$ cat src/rtl/aes_mixcol_engine.sv
// -----------------------------------------------------------------------------
// aes_mixcol_engine
//
// Handshaked AES MixColumns / InvMixColumns unit. It accepts one 128-bit state
// per transaction and applies the forward column transform, the inverse column
// transform, or passes the state through unchanged (bypass, for the final
// round). COLS_PER_CYCLE columns are transformed per clock, so a transform
// takes 4 / COLS_PER_CYCLE working cycles.
//
// Byte order is column-major: s0 = [127:120] ... s15 = [7:0]. Column c
// occupies [127-32c -: 32], and row 0 is the most significant byte.
//
// Ports
//   clk        rising-edge clock
//   rst        synchronous, active-high reset
//   in_valid   in_state / in_mode / in_bypass are valid
//   in_ready   engine can accept a state this cycle (IDLE and not in reset)
//   in_state   128-bit input state
//   in_mode    0 = MixColumns, 1 = InvMixColumns
//   in_bypass  1 = result equals input, no transform
//   out_valid  out_state holds a result
//   out_ready  consumer accepts out_state
//   out_state  128-bit result, same byte order as in_state
// -----------------------------------------------------------------------------

// -----------------------------------------------------------------------------
// aes_mixcol_column
//
// Purely combinational transform of one 32-bit column.
//
// Ports
//   col     input column, row 0 in [31:24]
//   inv     0 = forward MixColumns, 1 = InvMixColumns
//   result  transformed column, row 0 in [31:24]
// -----------------------------------------------------------------------------
module aes_mixcol_column (
  input  logic [31:0] col,
  input  logic        inv,
  output logic [31:0] result
);

  // Multiply by 2 in GF(2^8) modulo x^8 + x^4 + x^3 + x + 1.
  function automatic logic [7:0] xtime(input logic [7:0] x);
    return {x[6:0], 1'b0} ^ (x[7] ? 8'h1b : 8'h00);
  endfunction

  logic [7:0] a   [4];
  logic [7:0] x2  [4];
  logic [7:0] x4  [4];
  logic [7:0] x8  [4];
  logic [7:0] m3  [4];
  logic [7:0] m9  [4];
  logic [7:0] mb  [4];
  logic [7:0] md  [4];
  logic [7:0] me  [4];
  logic [7:0] fwd [4];
  logic [7:0] bwd [4];

  // Every constant multiple is a XOR of the xtime chain a, 2a, 4a, 8a.
  for (genvar i = 0; i < 4; i++) begin : g_mult
    assign a[i]  = col[31-8*i -: 8];
    assign x2[i] = xtime(a[i]);
    assign x4[i] = xtime(x2[i]);
    assign x8[i] = xtime(x4[i]);
    assign m3[i] = x2[i] ^ a[i];
    assign m9[i] = x8[i] ^ a[i];
    assign mb[i] = x8[i] ^ x2[i] ^ a[i];
    assign md[i] = x8[i] ^ x4[i] ^ a[i];
    assign me[i] = x8[i] ^ x4[i] ^ x2[i];
  end

  // Both matrices are circulant: output row i uses coefficient k on a[(i+k)%4].
  for (genvar i = 0; i < 4; i++) begin : g_row
    localparam int J1 = (i + 1) % 4;
    localparam int J2 = (i + 2) % 4;
    localparam int J3 = (i + 3) % 4;
    assign fwd[i] = x2[i] ^ m3[J1] ^ a[J2]  ^ a[J3];
    assign bwd[i] = me[i] ^ mb[J1] ^ md[J2] ^ m9[J3];
    assign result[31-8*i -: 8] = inv ? bwd[i] : fwd[i];
  end

endmodule

// -----------------------------------------------------------------------------
// State table
//   IDLE | waiting for a state; in_ready high (outside reset)
//   BUSY | transforming one column group per clock in the working register
//   DONE | result presented on out_state; held until out_ready
// -----------------------------------------------------------------------------
module aes_mixcol_engine #(
  parameter int COLS_PER_CYCLE = 1
) (
  input  logic         clk,
  input  logic         rst,
  input  logic         in_valid,
  output logic         in_ready,
  input  logic [127:0] in_state,
  input  logic         in_mode,
  input  logic         in_bypass,
  output logic         out_valid,
  input  logic         out_ready,
  output logic [127:0] out_state
);

  if (!(COLS_PER_CYCLE == 1 || COLS_PER_CYCLE == 2 || COLS_PER_CYCLE == 4))
  begin : g_bad_cols_per_cycle
    $error("aes_mixcol_engine: COLS_PER_CYCLE must be 1, 2 or 4");
  end

  localparam int         NCYC     = 4 / COLS_PER_CYCLE;
  localparam logic [1:0] CNT_LAST = 2'(NCYC - 1);

  typedef enum logic [1:0] {
    IDLE = 2'd0,
    BUSY = 2'd1,
    DONE = 2'd2
  } state_t;

  state_t      state;
  state_t      state_next;
  logic [1:0]  cnt;
  logic        mode_q;
  logic        bypass_q;
  logic        accept;
  logic [31:0] work     [4];
  logic [1:0]  grp_base;
  logic [31:0] grp_in   [COLS_PER_CYCLE];
  logic [31:0] grp_out  [COLS_PER_CYCLE];

  always_comb begin
    state_next = state;
    in_ready   = 1'b0;
    out_valid  = 1'b0;
    unique case (state)
      IDLE: begin
        in_ready = !rst;
        if (in_valid && !rst) begin
          state_next = in_bypass ? DONE : BUSY;
        end
      end
      BUSY: begin
        if (cnt == CNT_LAST) begin
          state_next = DONE;
        end
      end
      DONE: begin
        out_valid = 1'b1;
        if (out_ready) begin
          state_next = IDLE;
        end
      end
      default: state_next = IDLE;
    endcase
  end

  assign accept = in_valid && in_ready;

  // First column of the group being transformed this cycle.
  always_comb begin
    grp_base = 2'd0;
    if (COLS_PER_CYCLE == 1) begin
      grp_base = cnt;
    end else if (COLS_PER_CYCLE == 2) begin
      grp_base = {cnt[0], 1'b0};
    end
  end

  for (genvar k = 0; k < COLS_PER_CYCLE; k++) begin : g_col
    assign grp_in[k] = work[grp_base + 2'(k)];

    aes_mixcol_column u_col (
      .col    (grp_in[k]),
      .inv    (mode_q),
      .result (grp_out[k])
    );
  end

  always_ff @(posedge clk) begin
    if (rst) begin
      state    <= IDLE;
      cnt      <= 2'd0;
      mode_q   <= 1'b0;
      bypass_q <= 1'b0;
      for (int i = 0; i < 4; i++) begin
        work[i] <= 32'h0;
      end
    end else begin
      state <= state_next;
      unique case (state)
        IDLE: begin
          if (accept) begin
            for (int i = 0; i < 4; i++) begin
              work[i] <= in_state[127-32*i -: 32];
            end
            mode_q   <= in_mode;
            bypass_q <= in_bypass;
            cnt      <= 2'd0;
          end
        end
        BUSY: begin
          // A bypassed state never enters BUSY; the guard keeps the working
          // register untouched should that ever change.
          if (!bypass_q) begin
            for (int k = 0; k < COLS_PER_CYCLE; k++) begin
              work[grp_base + 2'(k)] <= grp_out[k];
            end
          end
          // cnt parks on the last group and is only cleared on acceptance.
          if (cnt != CNT_LAST) begin
            cnt <= cnt + 2'd1;
          end
        end
        default: ;
      endcase
    end
  end

  // The working register is the result register; it is only written in IDLE
  // on acceptance and in BUSY, so it is stable for the whole of DONE.
  assign out_state = {work[0], work[1], work[2], work[3]};

endmodule
$ cat config.mk
export PLATFORM = sky130hd
export DESIGN_NAME = aes_mixcol_engine
export DESIGN_NICKNAME = d
export VERILOG_FILES = /design/src/rtl/aes_mixcol_engine.sv
export SDC_FILE = /design/constraint.sdc
export NUM_CORES = 1
export LEC_CHECK = 0
export BUFFER_PORTS_ARGS = -buffer_cell sky130_fd_sc_hd__buf_2
export CAP_MARGIN = 40
export CORE_ASPECT_RATIO = 0.5
export CORE_MARGIN = 4
export CORE_UTILIZATION = 50
export DETAILED_ROUTE_END_ITERATION = 6
export PLACE_DENSITY = 0.77
export SKIP_LAST_GASP = 1
export SYNTH_ARGS = -nofsm -noshare
export SYNTH_HDL_FRONTEND = slang
export SYNTH_SLANG_ARGS = --single-unit
$ cat constraint.sdc
create_clock -name clk -period 5.51 [get_ports clk]
set_input_delay 0.8265 -clock clk [delete_from_list [all_inputs] [get_ports clk]]
set_output_delay 0.8265 -clock clk [all_outputs]
set_load 0.1 [all_outputs]
# --- After elaboration in Yosys (flattened, before gate mapping) ---
# Memories as Yosys holds them, arrays and structs flattened. A register that Yosys moved wholly into a read port is not among the register bits.
# Index checks and enable logic that the tools add are counted.
# Widths: inputs -> output; s select.
word_totals:
  register_bits: 6
  ram_bits: 128
  output_inout_bits: 130
  n_memories: 1
classes:
  add_sub_neg: 1
  n_eq_ne: 9
  mux: 45
  bitwise_logic: 68
  n_reduce_logical: 9
mem_list:
  columns: ["memory", "depth", "word_bits", "rd", "rd_ports_with_merged_regs", "write_ports", "line_no", "rtl"]
  rows:
  - ["work", 4, 32, 5, 1, 4, "125", "logic [31:0] work [4];"]
op_table:
  columns: ["operator", "n"]
  rows:
  - ["$xor 8x8->8", 64]
  - ["$mux 32", 5]
  - ["$mux 5", 12]
  - ["$mux 8", 4]
  - ["$reduce_or 32->1", 1]
  - ["$mux 2", 9]
  - ["$mux 1", 13]
  - ["$ne 2x2->1 const B", 6]
  - ["$pmux 2 s3", 1]
  - ["$reduce_and 3->1", 2]
  - ["$eq 2x2->1 const B", 2]
  - ["$or 1x1->1", 4]
  - ["$pmux 2 s2", 1]
  - ["$add 2x1->2 const B", 1]
  - ["$eq 2x1->1 const B", 1]
  - ["$logic_and 1x1->1", 2]
  - ["$logic_not 2->1", 1]
  - ["$reduce_and 2->1", 1]
  - ["$reduce_bool 2->1", 1]
  - ["$logic_not 1->1", 1]

# --- Depth between registers and ports, before layout ---
# Gate-level depths: netlist (run 1).
depth:
  ltp_word: 13
  depth_mapped: 12

# --- Cells and area by module ---
# Synthesis (run 1) repeated with hierarchy kept, for this count alone.
unflattened:
  hier_cells: 634
  hier_area_um2: 8787.2
modules_own_cells:
  columns: ["mod", "instances", "cells_per_inst", "area_each_um2"]
  rows:
  - ["aes_mixcol_engine", 1, 378, 6492.5]
  - ["aes_mixcol_column", 1, 256, 2294.7]

# --- Least setup slack after synthesis (run 1) ---
# Ideal clock, no wire load.
synth_timing:
  kind: "input port to flip-flop"
  start: "input port rst"
  end: "memory work[0][0], enable pin"
  t_arrival_ns: 4.768
  required_time_ns: 5.121
  slack_ns: 0.352
  stages: 7
  n_path_buf: 3
  path_cell_list: "clkbuf_1 > nor3_1 > and2_1 > clkbuf_1 > clkbuf_1 > nor2_1 > nand2_1"
synth_rtl:
  columns: ["element", "line_no", "rtl"]
  rows:
  - ["start: declaration", "94", "input logic rst,"]
  - ["end: declaration", "125", null]

==> results.md, run 1 <==
- Layout Skew: 13.9 ps
- Final hold violations: 0
- Post-synthesis instance area: 9450 um^2
- Share of power burned in registers: 0.244
- Post-synth ARST share: 0
- Setup TNS: 0 ps
- Number of gates resized after cts: 0
- Worst setup SP type: flop
- Syn nets: 934
- TritonCTS buffer count: 17
- Critical path class: flop to flop
- Post-synth EDFFs: 128
- CP arrival: 4490 ps
- DP Wirelength: 23300 um
- Endpoint class of the critical path: flop
- CP peak stage delay: 1010 ps
- CP required: 5670 ps
- Hold Path Sink: bypass_q
- GRT Util Overall: 0.285
- CTS tree: built
- Max Clk Rate: 231 MHz
- Final WS setup: 1180 ps
- Switching share of power: 0.438
- Clk Tree Root Cell: clkbuf_16
- RSZ-0062 raised after global routing: false
- Cell mode on critical path: xnor2_1
- Post-detailed-placement cell area: 11000 um^2
- Top-count cell post-synth: nand2_1
- P_leak: 4.84 nW
- Die area: 21300 um^2
- Total gr overflow: 0
- Crit path max-delay cell type: mux4_1
- # Post-CTS Setup Buffers: 0
- Ratio of cells with drive above 1 in the final layout: 0.341
- Initial Utilization: 0.511
- Critical path buffer and inverter count: 0
- Largest net degree at the start of global routing: 81
- Core Area: 18500 um^2
- Min Tclk post-route: 4330 ps
- Vias/cell: 5.77
- Sequential fraction of the synthesis area: 0.424
- First-pass GRT wire length: 45500 um
- Area Growth Syn to Fin: 22.1%
- Setup violators final: 0
- Final Max Slew Viols: 0
- Max-cap viol count: 0
- Design Power: 0.00524 W
- Clock power frac: 0.217
- Synth Area per Inst: 11.9 um^2
- GPL Wtd Cong: 1.01
- Core Rows: 35
- Drt drc: 0
- Hold WS: 490 ps
- Clk sinks: 136
- Post-Route WL: 30800 um
- FF-to-FF End: work[0][19]
- Drt first-iter violations: 704
- Yosys cell types: 45
- Worst slew pin tran: 948 ps
- PortBufs: 263
- Fillcell total: 1501
- Tcrit/Tclk final: 0.786
- CP Max Fanout: 20
- R2r worst-path depth: 7
- Critical-path cell list: mux4_1 > xnor2_1 > xnor2_1 > xnor2_1 > nor2_1 > mux2i_1 > nand4_1
- Die Wd: 202 um
- Post-layout nets: 1170
- Max H-tree Level: 4
- First-pass DRT Iterations: 5
- Antenna cells: 0
- I/O pins: 264
- Comb pwr share: 0.539
- Power Internal: 0.00295 W
- Slew headroom: 0.363
- R2R setup slack: 1180 ps
- Yosys top cell by area: edfxtp_1
- Clock slew at reported path FFs: 60 ps
- Area contributors post-synth: edfxtp_1, xnor2_1, xnor3_1
- DR WL/cell: 23.6 um
- Synth top cells by count: nand2_1, edfxtp_1, xnor2_1, o21ai_0, xor2_1
- Sw power: 0.00230 W
- Chip Height: 105 um
- Status: finished clean
- Hold path depth: 2
- ANT nets after route: 0
- Type of the most critical hold path: flop to flop
- Antenna violations before repair: 1
- Cells after Synth: 796
- Maximum VDD drop: 0.000262 V
- Dpl ws: 1220 ps
- Hold path start: bypass_q
- P per Cell Area: 454 nW/um^2
- Top FF cell, synth: edfxtp_1
- Syn. warnings: 0
- Final instance area: 11500 um^2
- Via count: 7525
- Flop and latch count out of synthesis: 136
- CTS Buffer Depth: 2
- Top cell type's share of synthesized area: 0.407
- Clk_lat worst skew: 430 ps
- Post-CTS Hold Fix Bufs: 0
- Vias in the first global route: 7535
- Top delay family on crit path: XOR/XNOR gates
[per-stage QoR]
step                instances  utilization
floorplan                 796            -
global placement         1267        0.587
detailed placement       1272        0.593
CTS                      1304        0.624
global route             1304        0.624
finish                   1304        0.624
[power groups by stage]
stage / sequential (W) / clock, W / combinational, W
floorplan: 0.00187 / 0 / 0.00165
global placement: 0.00130 / 0 / 0.00274
detailed placement: 0.00130 / 0 / 0.00278
CTS: 0.00128 / 0.00114 / 0.00281
global route: 0.00129 / 0.00120 / 0.00295
finish: 0.00128 / 0.00114 / 0.00283
[cells by family after synthesis]
kind of cell / after synthesis / synth area share
AOI/OAI and AO/OA: 143 / 0.0874
xor gates and xnor gates: 202 / 0.264
adders and majority gates: 4 / 0.00530
buffers and inverters: 67 / 0.0367
DFF: 136 / 0.424
muxes: 42 / 0.0920
and+or+nand+nor: 202 / 0.0914
[placed cells by master (no fill, tap or decap), types with 4 or more instances in the layout]
master | Yosys | final
nand4_1 | 8 | 8
o21ai_1 | 21 | 21
a22o_1 | 20 | 20
a21oi_1 | 11 | 11
nor4_1 | 5 | 5
buf_2 | 16 | 263
buf_4 | 5 | 10
nor2_1 | 19 | 19
nand3_1 | 4 | 4
ha_1 | 4 | 4
clkinvlp_4 | 0 | 5
nor3_1 | 8 | 8
xnor2_2 | 7 | 7
dfxtp_1 | 8 | 6
nand2_2 | 0 | 4
xor2_1 | 36 | 36
inv_1 | 6 | 6
mux4_2 | 19 | 19
xnor2_4 | 8 | 8
edfxtp_1 | 128 | 128
nand2_1 | 137 | 133
mux4_1 | 13 | 13
and2_1 | 5 | 4
o31ai_1 | 5 | 5
xnor3_1 | 27 | 27
nor2b_1 | 6 | 6
clkbuf_16 | 0 | 17
or4_1 | 4 | 4
mux2i_1 | 10 | 10
o21ai_0 | 81 | 81
xor3_1 | 5 | 5
xnor2_1 | 113 | 113
[layout make-up]
| cell class | instances | area, um^2 | share of cell area |
|---|---|---|---|
| clock buffer | 18 | 429 | 0.0372 |
| clock inverter | 14 | 149 | 0.0129 |
| inverter | 7 | 26.3 | 0.00228 |
| multi-input combinational | 593 | 5110 | 0.443 |
| sequential | 136 | 4010 | 0.347 |
| tap | 259 | 324 | 0.0281 |
| timing repair buffer | 277 | 1490 | 0.129 |
[metal layers]
layer,vias to the layer above,share of wire,global-route usage,routed length [um]
met2,472,0.45,0.438,13800
met5,-,0.00023,0,7
met4,2,0.015,0.0702,460
met1,3673,0.42,0.413,13000
li1,3335,-,-,-
met3,43,0.12,0.0660,3590
[state kept, by name, summed over array words and instances, names as in the netlist, named ones only]
signal    flops
mode_q        1
state         2
work        128
bypass_q      1
cnt           2
[worst max path at each step]
stage / slack, ps / cells after the start / from / end
finish: 1180 / 7 / flop / work[0][19]
global route: 930 / 8 / flop / work[3][30]
CTS: 1190 / 8 / flop / work[3][30]
detailed placement: 1220 / 8 / flop / work[3][30]
global placement: 1380 / 7 / flop / work[2][19]
floorplan: 350 / 7 / rst / work[0][0]
[worst min-delay path, delay by kind of cell (launching register included)]
kind,cells,cell delay [ps]
flip-flops,1,320
AND/OR/NAND/NOR,1,60
AO/OA/AOI/OAI,1,60
Note: power is estimated with default switching activity, not from simulation.
==> run 2, diff against run 1 <==
==> constraint.sdc (replaced) <==
create_clock -name clk -period 4.01 [get_ports clk]
set_input_delay 0.6015 -clock clk [delete_from_list [all_inputs] [get_ports clk]]
set_output_delay 0.6015 -clock clk [all_outputs]
set_load 0.1 [all_outputs]
==> run 2 against run 1 <==
  * Sequential share of layout area is 0.48 points lower
  * Setup slack worse by 940 ps
  * Sequential cell count unchanged
  * Worst hold slack lost 110 ps
==> results.md, run 2 (same netlist as run 1, synthesis figures left out) <==
- Vias in the first global route: 7662 (+1.7%)
- Die Wd: 202 um (unchanged)
- GRT met1 Usage: 0.400 (-0.0136)
- Post-layout nets: 1186 (+1.4%)
- Type of the most critical hold path: input pin to flop
- Critical-path cell list: buf_4 > mux4_1 > xor2_1 > xnor2_1 > xnor3_1 > nand2_1 > xnor2_1 > o21ai_0
- CTS Buffer Depth: 2 (unchanged)
- CP Max Fanout: 14 (-30%)
- Cell mode on critical path: xnor2_1
- CTS tree: built
- Core Rows: 35 (unchanged)
- First-pass GRT wire length: 45400 um (-0.17%)
- Drt first-iter violations: 811 (+15%)
- Max-cap viol count: 0 (unchanged)
- DR WL/cell: 23.1 um (-2.2%)
- Final hold violations: 0 (unchanged)
- Chip Height: 105 um (unchanged)
- Worst slew pin tran: 767 ps (-181 ps)
- CP arrival: 3910 ps (-580 ps)
- Met3 usage: 0.103 (+0.0366)
- Max FFs per register: 128 (unchanged)
- Post-CTS Hold Fix Bufs: 0 (unchanged)
- I/O pins: 264 (unchanged)
- Ratio of cells with drive above 1 in the final layout: 0.353 (+0.0128)
- RSZ-0062 raised after global routing: false
- GRT Util Overall: 0.285 (-0.000434)
- Drt drc: 0 (unchanged)
- Final Max Slew Viols: 0 (unchanged)
- Commonest cells after routing, fill and taps aside: buf_2, nand2_1, edfxtp_1, xnor2_1, o21ai_0
- R2R setup slack: 240 ps (-940 ps)
- Post-detailed-placement cell area: 11100 um^2 (+1.1%)
- Core Area: 18500 um^2 (unchanged)
- GPL Wtd Cong: 0.977 (-3.0%)
- Total gr overflow: 0 (unchanged)
- Largest net degree at the start of global routing: 75 (-7.4%)
- CP peak stage delay: 880 ps (-130 ps)
- Met2 usage: 0.426 (-0.0122)
- Clk_lat worst skew: 430 ps (about the same)
- Initial Utilization: 0.511 (unchanged)
- Fillcell total: 1515 (+0.93%)
- Area Growth Syn to Fin: 23.8%
- Hold WS: 382 ps (-108 ps)
- Critical path buffer and inverter count: 1 (+1)
- Status: finished clean
- First-pass DRT Iterations: 5 (unchanged)
- Max Clk Rate: 265 MHz (+15%)
- Setup TNS: 0 ps (unchanged)
- P_leak: 4.94 nW (+2.1%)
- Most flops, register: work
- Worst setup SP type: flop
- P per Cell Area: 630 nW/um^2 (+39%)
- Number of gates resized after cts: 0 (unchanged)
- Min Tclk post-route: 3770 ps (-556 ps)
- Most common cell after layout, fill and taps aside: buf_2
- Antenna cells: 0 (unchanged)
- Crit path max-delay cell type: mux4_1
- Die area: 21300 um^2 (unchanged)
- Slew headroom: 0.488 (+0.125)
- Critical path class: flop to flop
- Vias/cell: 5.65 (-2.2%)
- Layout Skew: 13.7 ps (-0.233 ps)
- Setup violators final: 0 (unchanged)
- Clk Tree Root Cell: clkbuf_16
- Final instance area: 11700 um^2 (+1.4%)
- Maximum VDD drop: 0.000350 V (+34%)
- Tcrit/Tclk final: 0.941 (+0.155)
- Design Power: 0.00737 W (+40%)
- Endpoint class of the critical path: flop
- PortBufs: 263 (unchanged)
- Via count: 7453 (-0.96%)
- TritonCTS buffer count: 17 (unchanged)
- Top delay family on crit path: XOR/XNOR gates
- Clock slew at reported path FFs: 70 ps (about the same)
- GRT Max-Usage Layer: met2
- Max H-tree Level: 4 (unchanged)
- # Post-CTS Setup Buffers: 0 (unchanged)
- ANT nets after route: 0 (unchanged)
- Clk sinks: 136 (unchanged)
- Post-Route WL: 30500 um (-1.0%)
- CP required: 4150 ps (-1520 ps)
- Largest regs: work (128), cnt (2), state (2)
- Antenna violations before repair: 0 (-1)
- DP Wirelength: 23300 um (+0.29%)
[run 2: changes by cell type in the layout (fill, tap and decap cells not counted), sizes merged]
cell,previous run,this run
bufinv,2,3
inv,9,13
clkinvlp,5,3
clkinv,5,2
buf,277,293
[run 2: area by class of cell]
class	instances	area, um^2	share of cell area
Clock inverter	14	188	0.0160
Clock buffer	18	429	0.0367
Timing Repair Buffer	293	1600	0.137
Sequential cell	136	4010	0.342
Inverter	7	26.3	0.00225
Tap cell	259	324	0.0277
Multi-Input combinational cell	593	5120	0.438
[run 2: per-stage QoR]
step | util | setup WS (ps) | cells
after floorplan | - | 433 | 796
after global placement | 0.599 | 454 | 1286
after detailed placement | 0.600 | 321 | 1288
after CTS | 0.633 | 302 | 1320
after global routing | 0.633 | 77.0 | 1320
final | 0.633 | 235 | 1320
[run 2: final timing paths]
check                 to      from  cells past startpoint
min reg2reg     bypass_q  bypass_q                      2
max          work[2][29]      flop                      8
min               mode_q   in_mode                      3
max reg2reg  work[2][29]      flop                      8
[run 2: worst reg2reg max path: stages (launching register included)]
cell and delay (ps):
dfxtp_2 360, buf_4 300, mux4_1 890, xor2_1 400, xnor2_1 160, xnor3_1 450, nand2_1 130, xnor2_1 570
o21ai_0 230
[run 2: power breakdown]
group	leakage [nW]	internal, W	switching (W)
clock network	0.292	0.000997	0.000671
registers	1.42	0.00169	0.0000648
logic	3.23	0.00148	0.00247
[run 2: metal layers]
layer	part of all wire	up-vias
li1	-	3360
met1	0.42	3603
met2	0.45	450
met3	0.12	40
met4	0.014	0
met5	0	-
